==> config.mk <==
export PLATFORM = sky130hd
export DESIGN_NAME = tipi_reg_write
export DESIGN_NICKNAME = d
export VERILOG_FILES = /design/src/rtl/tipi_reg_write_pkg.sv /design/src/rtl/tipi_sync_fall.sv /design/src/rtl/tipi_reg_write.sv
export SDC_FILE = /design/constraint.sdc
export NUM_CORES = 1
export LEC_CHECK = 0
export CAP_MARGIN = 10
export CORE_MARGIN = 4
export CORE_UTILIZATION = 50
export CTS_CLUSTER_SIZE = 24
export DETAILED_ROUTE_END_ITERATION = 10
export DONT_BUFFER_PORTS = 1
export GPL_TIMING_DRIVEN = 1
export PLACE_DENSITY_LB_ADDON = 0.15
export SYNTH_ARGS = -nofsm -noshare
export SYNTH_HDL_FRONTEND = slang
export SYNTH_SLANG_ARGS = --single-unit
==> constraint.sdc <==
create_clock -name clk -period 1.5 [get_ports clk]
set_clock_uncertainty 0.05 [all_clocks]
set_input_delay 0.3 -clock clk [delete_from_list [all_inputs] [get_ports clk]]
set_output_delay 0.3 -clock clk [all_outputs]
set_load 0.005 [all_outputs]
==> src/rtl/tipi_reg_write_pkg.sv <==
// Shared constants for the TI write-side register bank: register indices,
// default data width and the a > b > c > d select priority.
package tipi_reg_write_pkg;

   localparam int DEFAULT_WIDTH = 8;
   localparam int NUM_REGS      = 4;

   localparam int REG_A = 0;
   localparam int REG_B = 1;
   localparam int REG_C = 2;
   localparam int REG_D = 3;

   typedef logic [NUM_REGS-1:0] reg_mask_t;

   // Keeps only the lowest-indexed asserted select, matching the read-side mux.
   function automatic reg_mask_t prio_onehot(input reg_mask_t sel);
      reg_mask_t m;
      m = '0;
      for (int i = NUM_REGS - 1; i >= 0; i--) begin
         if (sel[i]) begin
            m    = '0;
            m[i] = 1'b1;
         end
      end
      return m;
   endfunction

endpackage

==> src/rtl/tipi_sync_fall.sv <==
// Three-flop synchronizer for an active-low async strobe with a falling-edge
// pulse output. TIPI_WRITE_GLITCH_FILTER_EN requires two low samples and registers the pulse.
module tipi_sync_fall (
   input  logic clk,
   input  logic reset_n,
   input  logic async_n,
   output logic fall
);

   logic s1_reg;
   logic s2_reg;
   logic s3_reg;

   // Reset to 0 so a strobe already low at reset must go high again before it counts.
   always_ff @(posedge clk) begin
      if (!reset_n) begin
         s1_reg <= 1'b0;
         s2_reg <= 1'b0;
         s3_reg <= 1'b0;
      end else begin
         s1_reg <= async_n;
         s2_reg <= s1_reg;
         s3_reg <= s2_reg;
      end
   end

`ifdef TIPI_WRITE_GLITCH_FILTER_EN
   logic fall_reg;

   always_ff @(posedge clk) begin
      if (!reset_n) begin
         fall_reg <= 1'b0;
      end else begin
         fall_reg <= s3_reg & ~s2_reg & ~s1_reg;
      end
   end

   assign fall = fall_reg;
`else
   assign fall = s3_reg & ~s2_reg;
`endif

endmodule

==> src/rtl/tipi_reg_write.sv <==
// TI bus write-side register bank: four latch registers, pending flags with ack,
// and a write pulse. Optional macro TIPI_WRITE_GLITCH_FILTER_EN filters we_n glitches.
module tipi_reg_write
   import tipi_reg_write_pkg::*;
#(
   parameter int WIDTH = DEFAULT_WIDTH
) (
   input  logic             clk,
   input  logic             reset_n,
   input  logic             we_n,
   input  logic             a_addr,
   input  logic             b_addr,
   input  logic             c_addr,
   input  logic             d_addr,
   input  logic [WIDTH-1:0] din,
   output logic [WIDTH-1:0] a,
   output logic [WIDTH-1:0] b,
   output logic [WIDTH-1:0] c,
   output logic [WIDTH-1:0] d,
   output logic [3:0]       pending,
   input  logic [3:0]       ack,
   output logic             wr_pulse
);

   logic             write_event;
   reg_mask_t        sel_s1_reg;
   reg_mask_t        sel_s2_reg;
   logic [WIDTH-1:0] din_s1_reg;
   logic [WIDTH-1:0] din_s2_reg;
   reg_mask_t        wr_mask;
   reg_mask_t        pending_reg;
   logic             wr_pulse_reg;
   logic [WIDTH-1:0] reg_q [NUM_REGS];

   tipi_sync_fall u_we_sync (
      .clk     (clk),
      .reset_n (reset_n),
      .async_n (we_n),
      .fall    (write_event)
   );

   always_ff @(posedge clk) begin
      if (!reset_n) begin
         sel_s1_reg <= '0;
         sel_s2_reg <= '0;
         din_s1_reg <= '0;
         din_s2_reg <= '0;
      end else begin
         sel_s1_reg <= {d_addr, c_addr, b_addr, a_addr};
         sel_s2_reg <= sel_s1_reg;
         din_s1_reg <= din;
         din_s2_reg <= din_s1_reg;
      end
   end

   assign wr_mask = write_event ? prio_onehot(sel_s2_reg) : '0;

   for (genvar gi = 0; gi < NUM_REGS; gi++) begin : g_reg
      logic [WIDTH-1:0] data_reg;

      always_ff @(posedge clk) begin
         if (!reset_n) begin
            data_reg <= '0;
         end else if (wr_mask[gi]) begin
            data_reg <= din_s2_reg;
         end
      end

      assign reg_q[gi] = data_reg;
   end

   // A new write beats a simultaneous ack so the Pi never misses it.
   always_ff @(posedge clk) begin
      if (!reset_n) begin
         pending_reg  <= '0;
         wr_pulse_reg <= 1'b0;
      end else begin
         pending_reg  <= (pending_reg & ~ack) | wr_mask;
         wr_pulse_reg <= |wr_mask;
      end
   end

   assign a        = reg_q[REG_A];
   assign b        = reg_q[REG_B];
   assign c        = reg_q[REG_C];
   assign d        = reg_q[REG_D];
   assign pending  = pending_reg;
   assign wr_pulse = wr_pulse_reg;

endmodule

==> insert_results.sql <==
INSERT INTO impl_metrics (metric_group, metric, value, unit) VALUES
('run_status', 'run_status', 'finished clean', ''),
('synth', 'synth_flop_cell', 'sky130_fd_sc_hd__dfxtp_1', ''),
('synth', 'synth_enable_flop_cells', '0', ''),
('critical_path', 'timing.critical_path.arrival', '1.47', 'ns'),
('synth', 'synth_seq_area_share', '59.92', '%'),
('global_routing', 'first_global_vias', '1242', ''),
('route', 'remaining_drc_errors', '0', ''),
('critical_path', 'worst-setup-path-type', 'flip-flop to flip-flop', ''),
('global_routing', 'maximum_number_of_pins_on_one_net_before_global_route_repair', '73', ''),
('route', 'post_drt_via_cell_ratio', '5.028', ''),
('route', 'drtPass1Iterations', '5', ''),
('sta', 'timing.final.crit_share', '86.12', '%'),
('worst_hold_path', 'hold_path_class', 'primary input to flip-flop', ''),
('global_routing', 'antenna_found_initial', '0', ''),
('layout', 'num_antenna_cells', '0', ''),
('placement', 'io_buffer_count', '0', ''),
('floorplan', 'core_region_area', '4058', 'um^2'),
('clock_network', 'clkSlewWorstSetupHoldPaths', '0.07', 'ns'),
('synth', 'synth.yosys.warnings', '0', ''),
('critical_path', 'sort_of_element_at_the_end_of_the_critical_path', 'flip-flop', ''),
('synth', 'synth_top_area_share', '59.92', '%'),
('critical_path', 'worst_path_max_delay_cell', 'sky130_fd_sc_hd__and4bb_1', ''),
('floorplan', 'number_of_rows_in_the_core_area', '23', ''),
('clock_network', 'clkSinkCount', '64', ''),
('global_routing', 'grt-ovfl-total', '0', ''),
('global_routing', 'all_layer_global_routing_usage', '14.43', '%'),
('floorplan', 'initial_core_util', '52.70', '%'),
('synth', 'largest_family_of_logic_cells_by_synthesized_area', 'simple AND/OR/NAND/NOR gates', ''),
('clock_network', 'cts_tree', 'built', ''),
('global_routing', 'first_pass_grt_wire_length', '5.644', 'mm'),
('critical_path', 'cp.required', '1.68', 'ns'),
('floorplan', 'die_width', '73.40', 'um'),
('clock_network', 'cts.repair_timing.setup_buffer_count', '0', ''),
('power_and_ir_drop', 'clkPwrFrac', '43.9', '%'),
('critical_path', 'timing.reg2reg.setup_slack', '0.21', 'ns'),
('floorplan', 'die_area', '5387', 'um^2'),
('layout', 'instances_no_fill', '247', ''),
('synth', 'netlist_top_cells_area', 'sky130_fd_sc_hd__dfxtp_1 60%, sky130_fd_sc_hd__mux2i_1 15%, sky130_fd_sc_hd__and2_1 7.9%', ''),
('power_and_ir_drop', 'p_seq_share', '54.6', '%'),
('power_and_ir_drop', 'static-leakage-power', '1.034', 'nW'),
('route', 'wl_per_cell', '14.77', 'um'),
('clock_network', 'cts.path.max_buffers', '2', ''),
('power_and_ir_drop', 'power_density_relative_to_cell_area', '1337', 'nW/um^2'),
('sta', 'rsz0062_at_grt', 'no', ''),
('sta', 'relSlewSlack', '80.36', '%'),
('synth', 'async_reset_ff_share', '0', '%'),
('layout', 'fin_nets', '211', ''),
('sta', 'report.final.slew_viol_count', '0', ''),
('route', 'via_count', '1242', ''),
('worst_hold_path', 'timing.hold.worst_path_depth', '1', ''),
('power_and_ir_drop', 'switchingPower', '0.6237', 'mW'),
('synth', 'synth_seq_cells', '64', ''),
('floorplan', 'floorplan.die.height', '73.40', 'um'),
('synth', 'netlist.top_cell.by_area', 'sky130_fd_sc_hd__dfxtp_1', ''),
('synth', 'synthesis.area_per_instance', '11.31', 'um^2'),
('worst_hold_path', 'hold-path-endpoint', 'din_s1_reg[7]$_SDFF_PN0_', ''),
('synth', 'synthesis.instances', '189', ''),
('power_and_ir_drop', 'p_sw_share', '19.42', '%'),
('synth', 'synth_area', '2138', 'um^2'),
('clock_network', 'cts.hold.buffers_added', '0', ''),
('critical_path', 'r2r_start', 'sel_s2_reg[0]$_SDFF_PN0_', ''),
('layout', 'most_common_cell_after_layout_fill_and_taps_aside', 'sky130_fd_sc_hd__dfxtp_1', ''),
('sta', 'hold_violations', '0', ''),
('synth', 'post_synth_xor_xnor_area', '0', '%'),
('clock_network', 'num_cts_buffers', '9', ''),
('route', 'drtIter0Drc', '67', ''),
('placement', 'hpwl', '2.514', 'mm'),
('sta', 'fin_crit', '1.292', 'ns'),
('route', 'ant_nets', '0', ''),
('power_and_ir_drop', 'peakVddDrop', '0.9037', 'mV'),
('synth', 'synth.lib_cells_used.distinct', '18', '');
==> area by class of cell <==
| class | count | area, um^2 |
|---|---|---|
| Tap cell | 50 | 62.56 |
| Clock buffer | 14 | 192.7 |
| Clock inverter | 2 | 10.01 |
| Timing Repair Buffer | 3 | 47.55 |
| Sequential cell | 64 | 1281 |
| Multi-Input combinational cell | 114 | 808.3 |
| Fill cell | 339 | 1655 |
==> synthesized netlist by cell type (2+ instances only) <==
master and count:
sky130_fd_sc_hd__dfxtp_1 64, sky130_fd_sc_hd__nand3b_1 2, sky130_fd_sc_hd__mux2i_1 32, sky130_fd_sc_hd__nor2b_1 17
sky130_fd_sc_hd__nand2b_1 3, sky130_fd_sc_hd__nand2_1 24, sky130_fd_sc_hd__and2_1 27, sky130_fd_sc_hd__buf_2 3
sky130_fd_sc_hd__a21boi_1 2, sky130_fd_sc_hd__clkbuf_1 7
==> power groups by stage <==
stage / Clock [mW] / Combinational (mW) / Sequential (mW)
5_1_grt: 1.52 / 0.0521 / 1.76
6_report: 1.41 / 0.0468 / 1.75
4_1_cts: 1.45 / 0.0479 / 1.75
3_5_place_dp: 0 / 0.0478 / 1.79
2_1_floorplan: 0 / 0.0622 / 1.78
3_3_place_gp: 0 / 0.0460 / 1.79
==> per-layer routing <==
| layer | routed length, um | GRT usage (%) |
|---|---|---|
| met1 | 1596 | 16.48 |
| met2 | 1579 | 20.16 |
| met3 | 388 | 7.798 |
| met4 | 83 | 10.66 |
| met5 | 0 | 0 |
==> logic make-up (layout without fill, tap and decap cells) <==
logic type | Yosys count | count (layout)
AO/OA/AOI/OAI | 4 | 4
multiplexers | 32 | 32
AND/OR/NAND/NOR | 78 | 78
buffers and inverters | 11 | 19
flip-flops | 64 | 64
==> through the flow <==
stage | cell area (um^2) | utilization, % | power, mW
3_3_place_gp | 2200 | 54.21 | 1.836
3_5_place_dp | 2200 | 54.21 | 1.840
4_1_cts | 2402 | 59.20 | 3.256
5_1_grt | 2402 | 59.20 | 3.327
2_1_floorplan | 2138 | - | 1.847
6_report | 2402 | 59.20 | 3.212
==> critical path: cells and delay by family (launching register included) <==
kind          cells  cell delay [ns]
simple gates      2             0.44
flops             1             0.35
buf+inv           1             0.16
mux               1             0.19
==> worst max path at each step <==
stage                                 from                end  slack, ns  cells past startpoint
2_1_floorplan  u_we_sync.s2_reg$_SDFF_PN0_  d[0]$_SDFFE_PN0P_       0.29                      4
3_3_place_gp   u_we_sync.s2_reg$_SDFF_PN0_  d[3]$_SDFFE_PN0P_       0.25                      4
4_1_cts           sel_s2_reg[0]$_SDFF_PN0_  b[7]$_SDFFE_PN0P_       0.21                      4
6_report          sel_s2_reg[0]$_SDFF_PN0_  b[7]$_SDFFE_PN0P_       0.21                      4
5_1_grt           sel_s2_reg[0]$_SDFF_PN0_  b[7]$_SDFFE_PN0P_       0.13                      4
3_5_place_dp      sel_s2_reg[0]$_SDFF_PN0_  b[5]$_SDFFE_PN0P_       0.20                      4
Power figures use the tool's default switching activity.
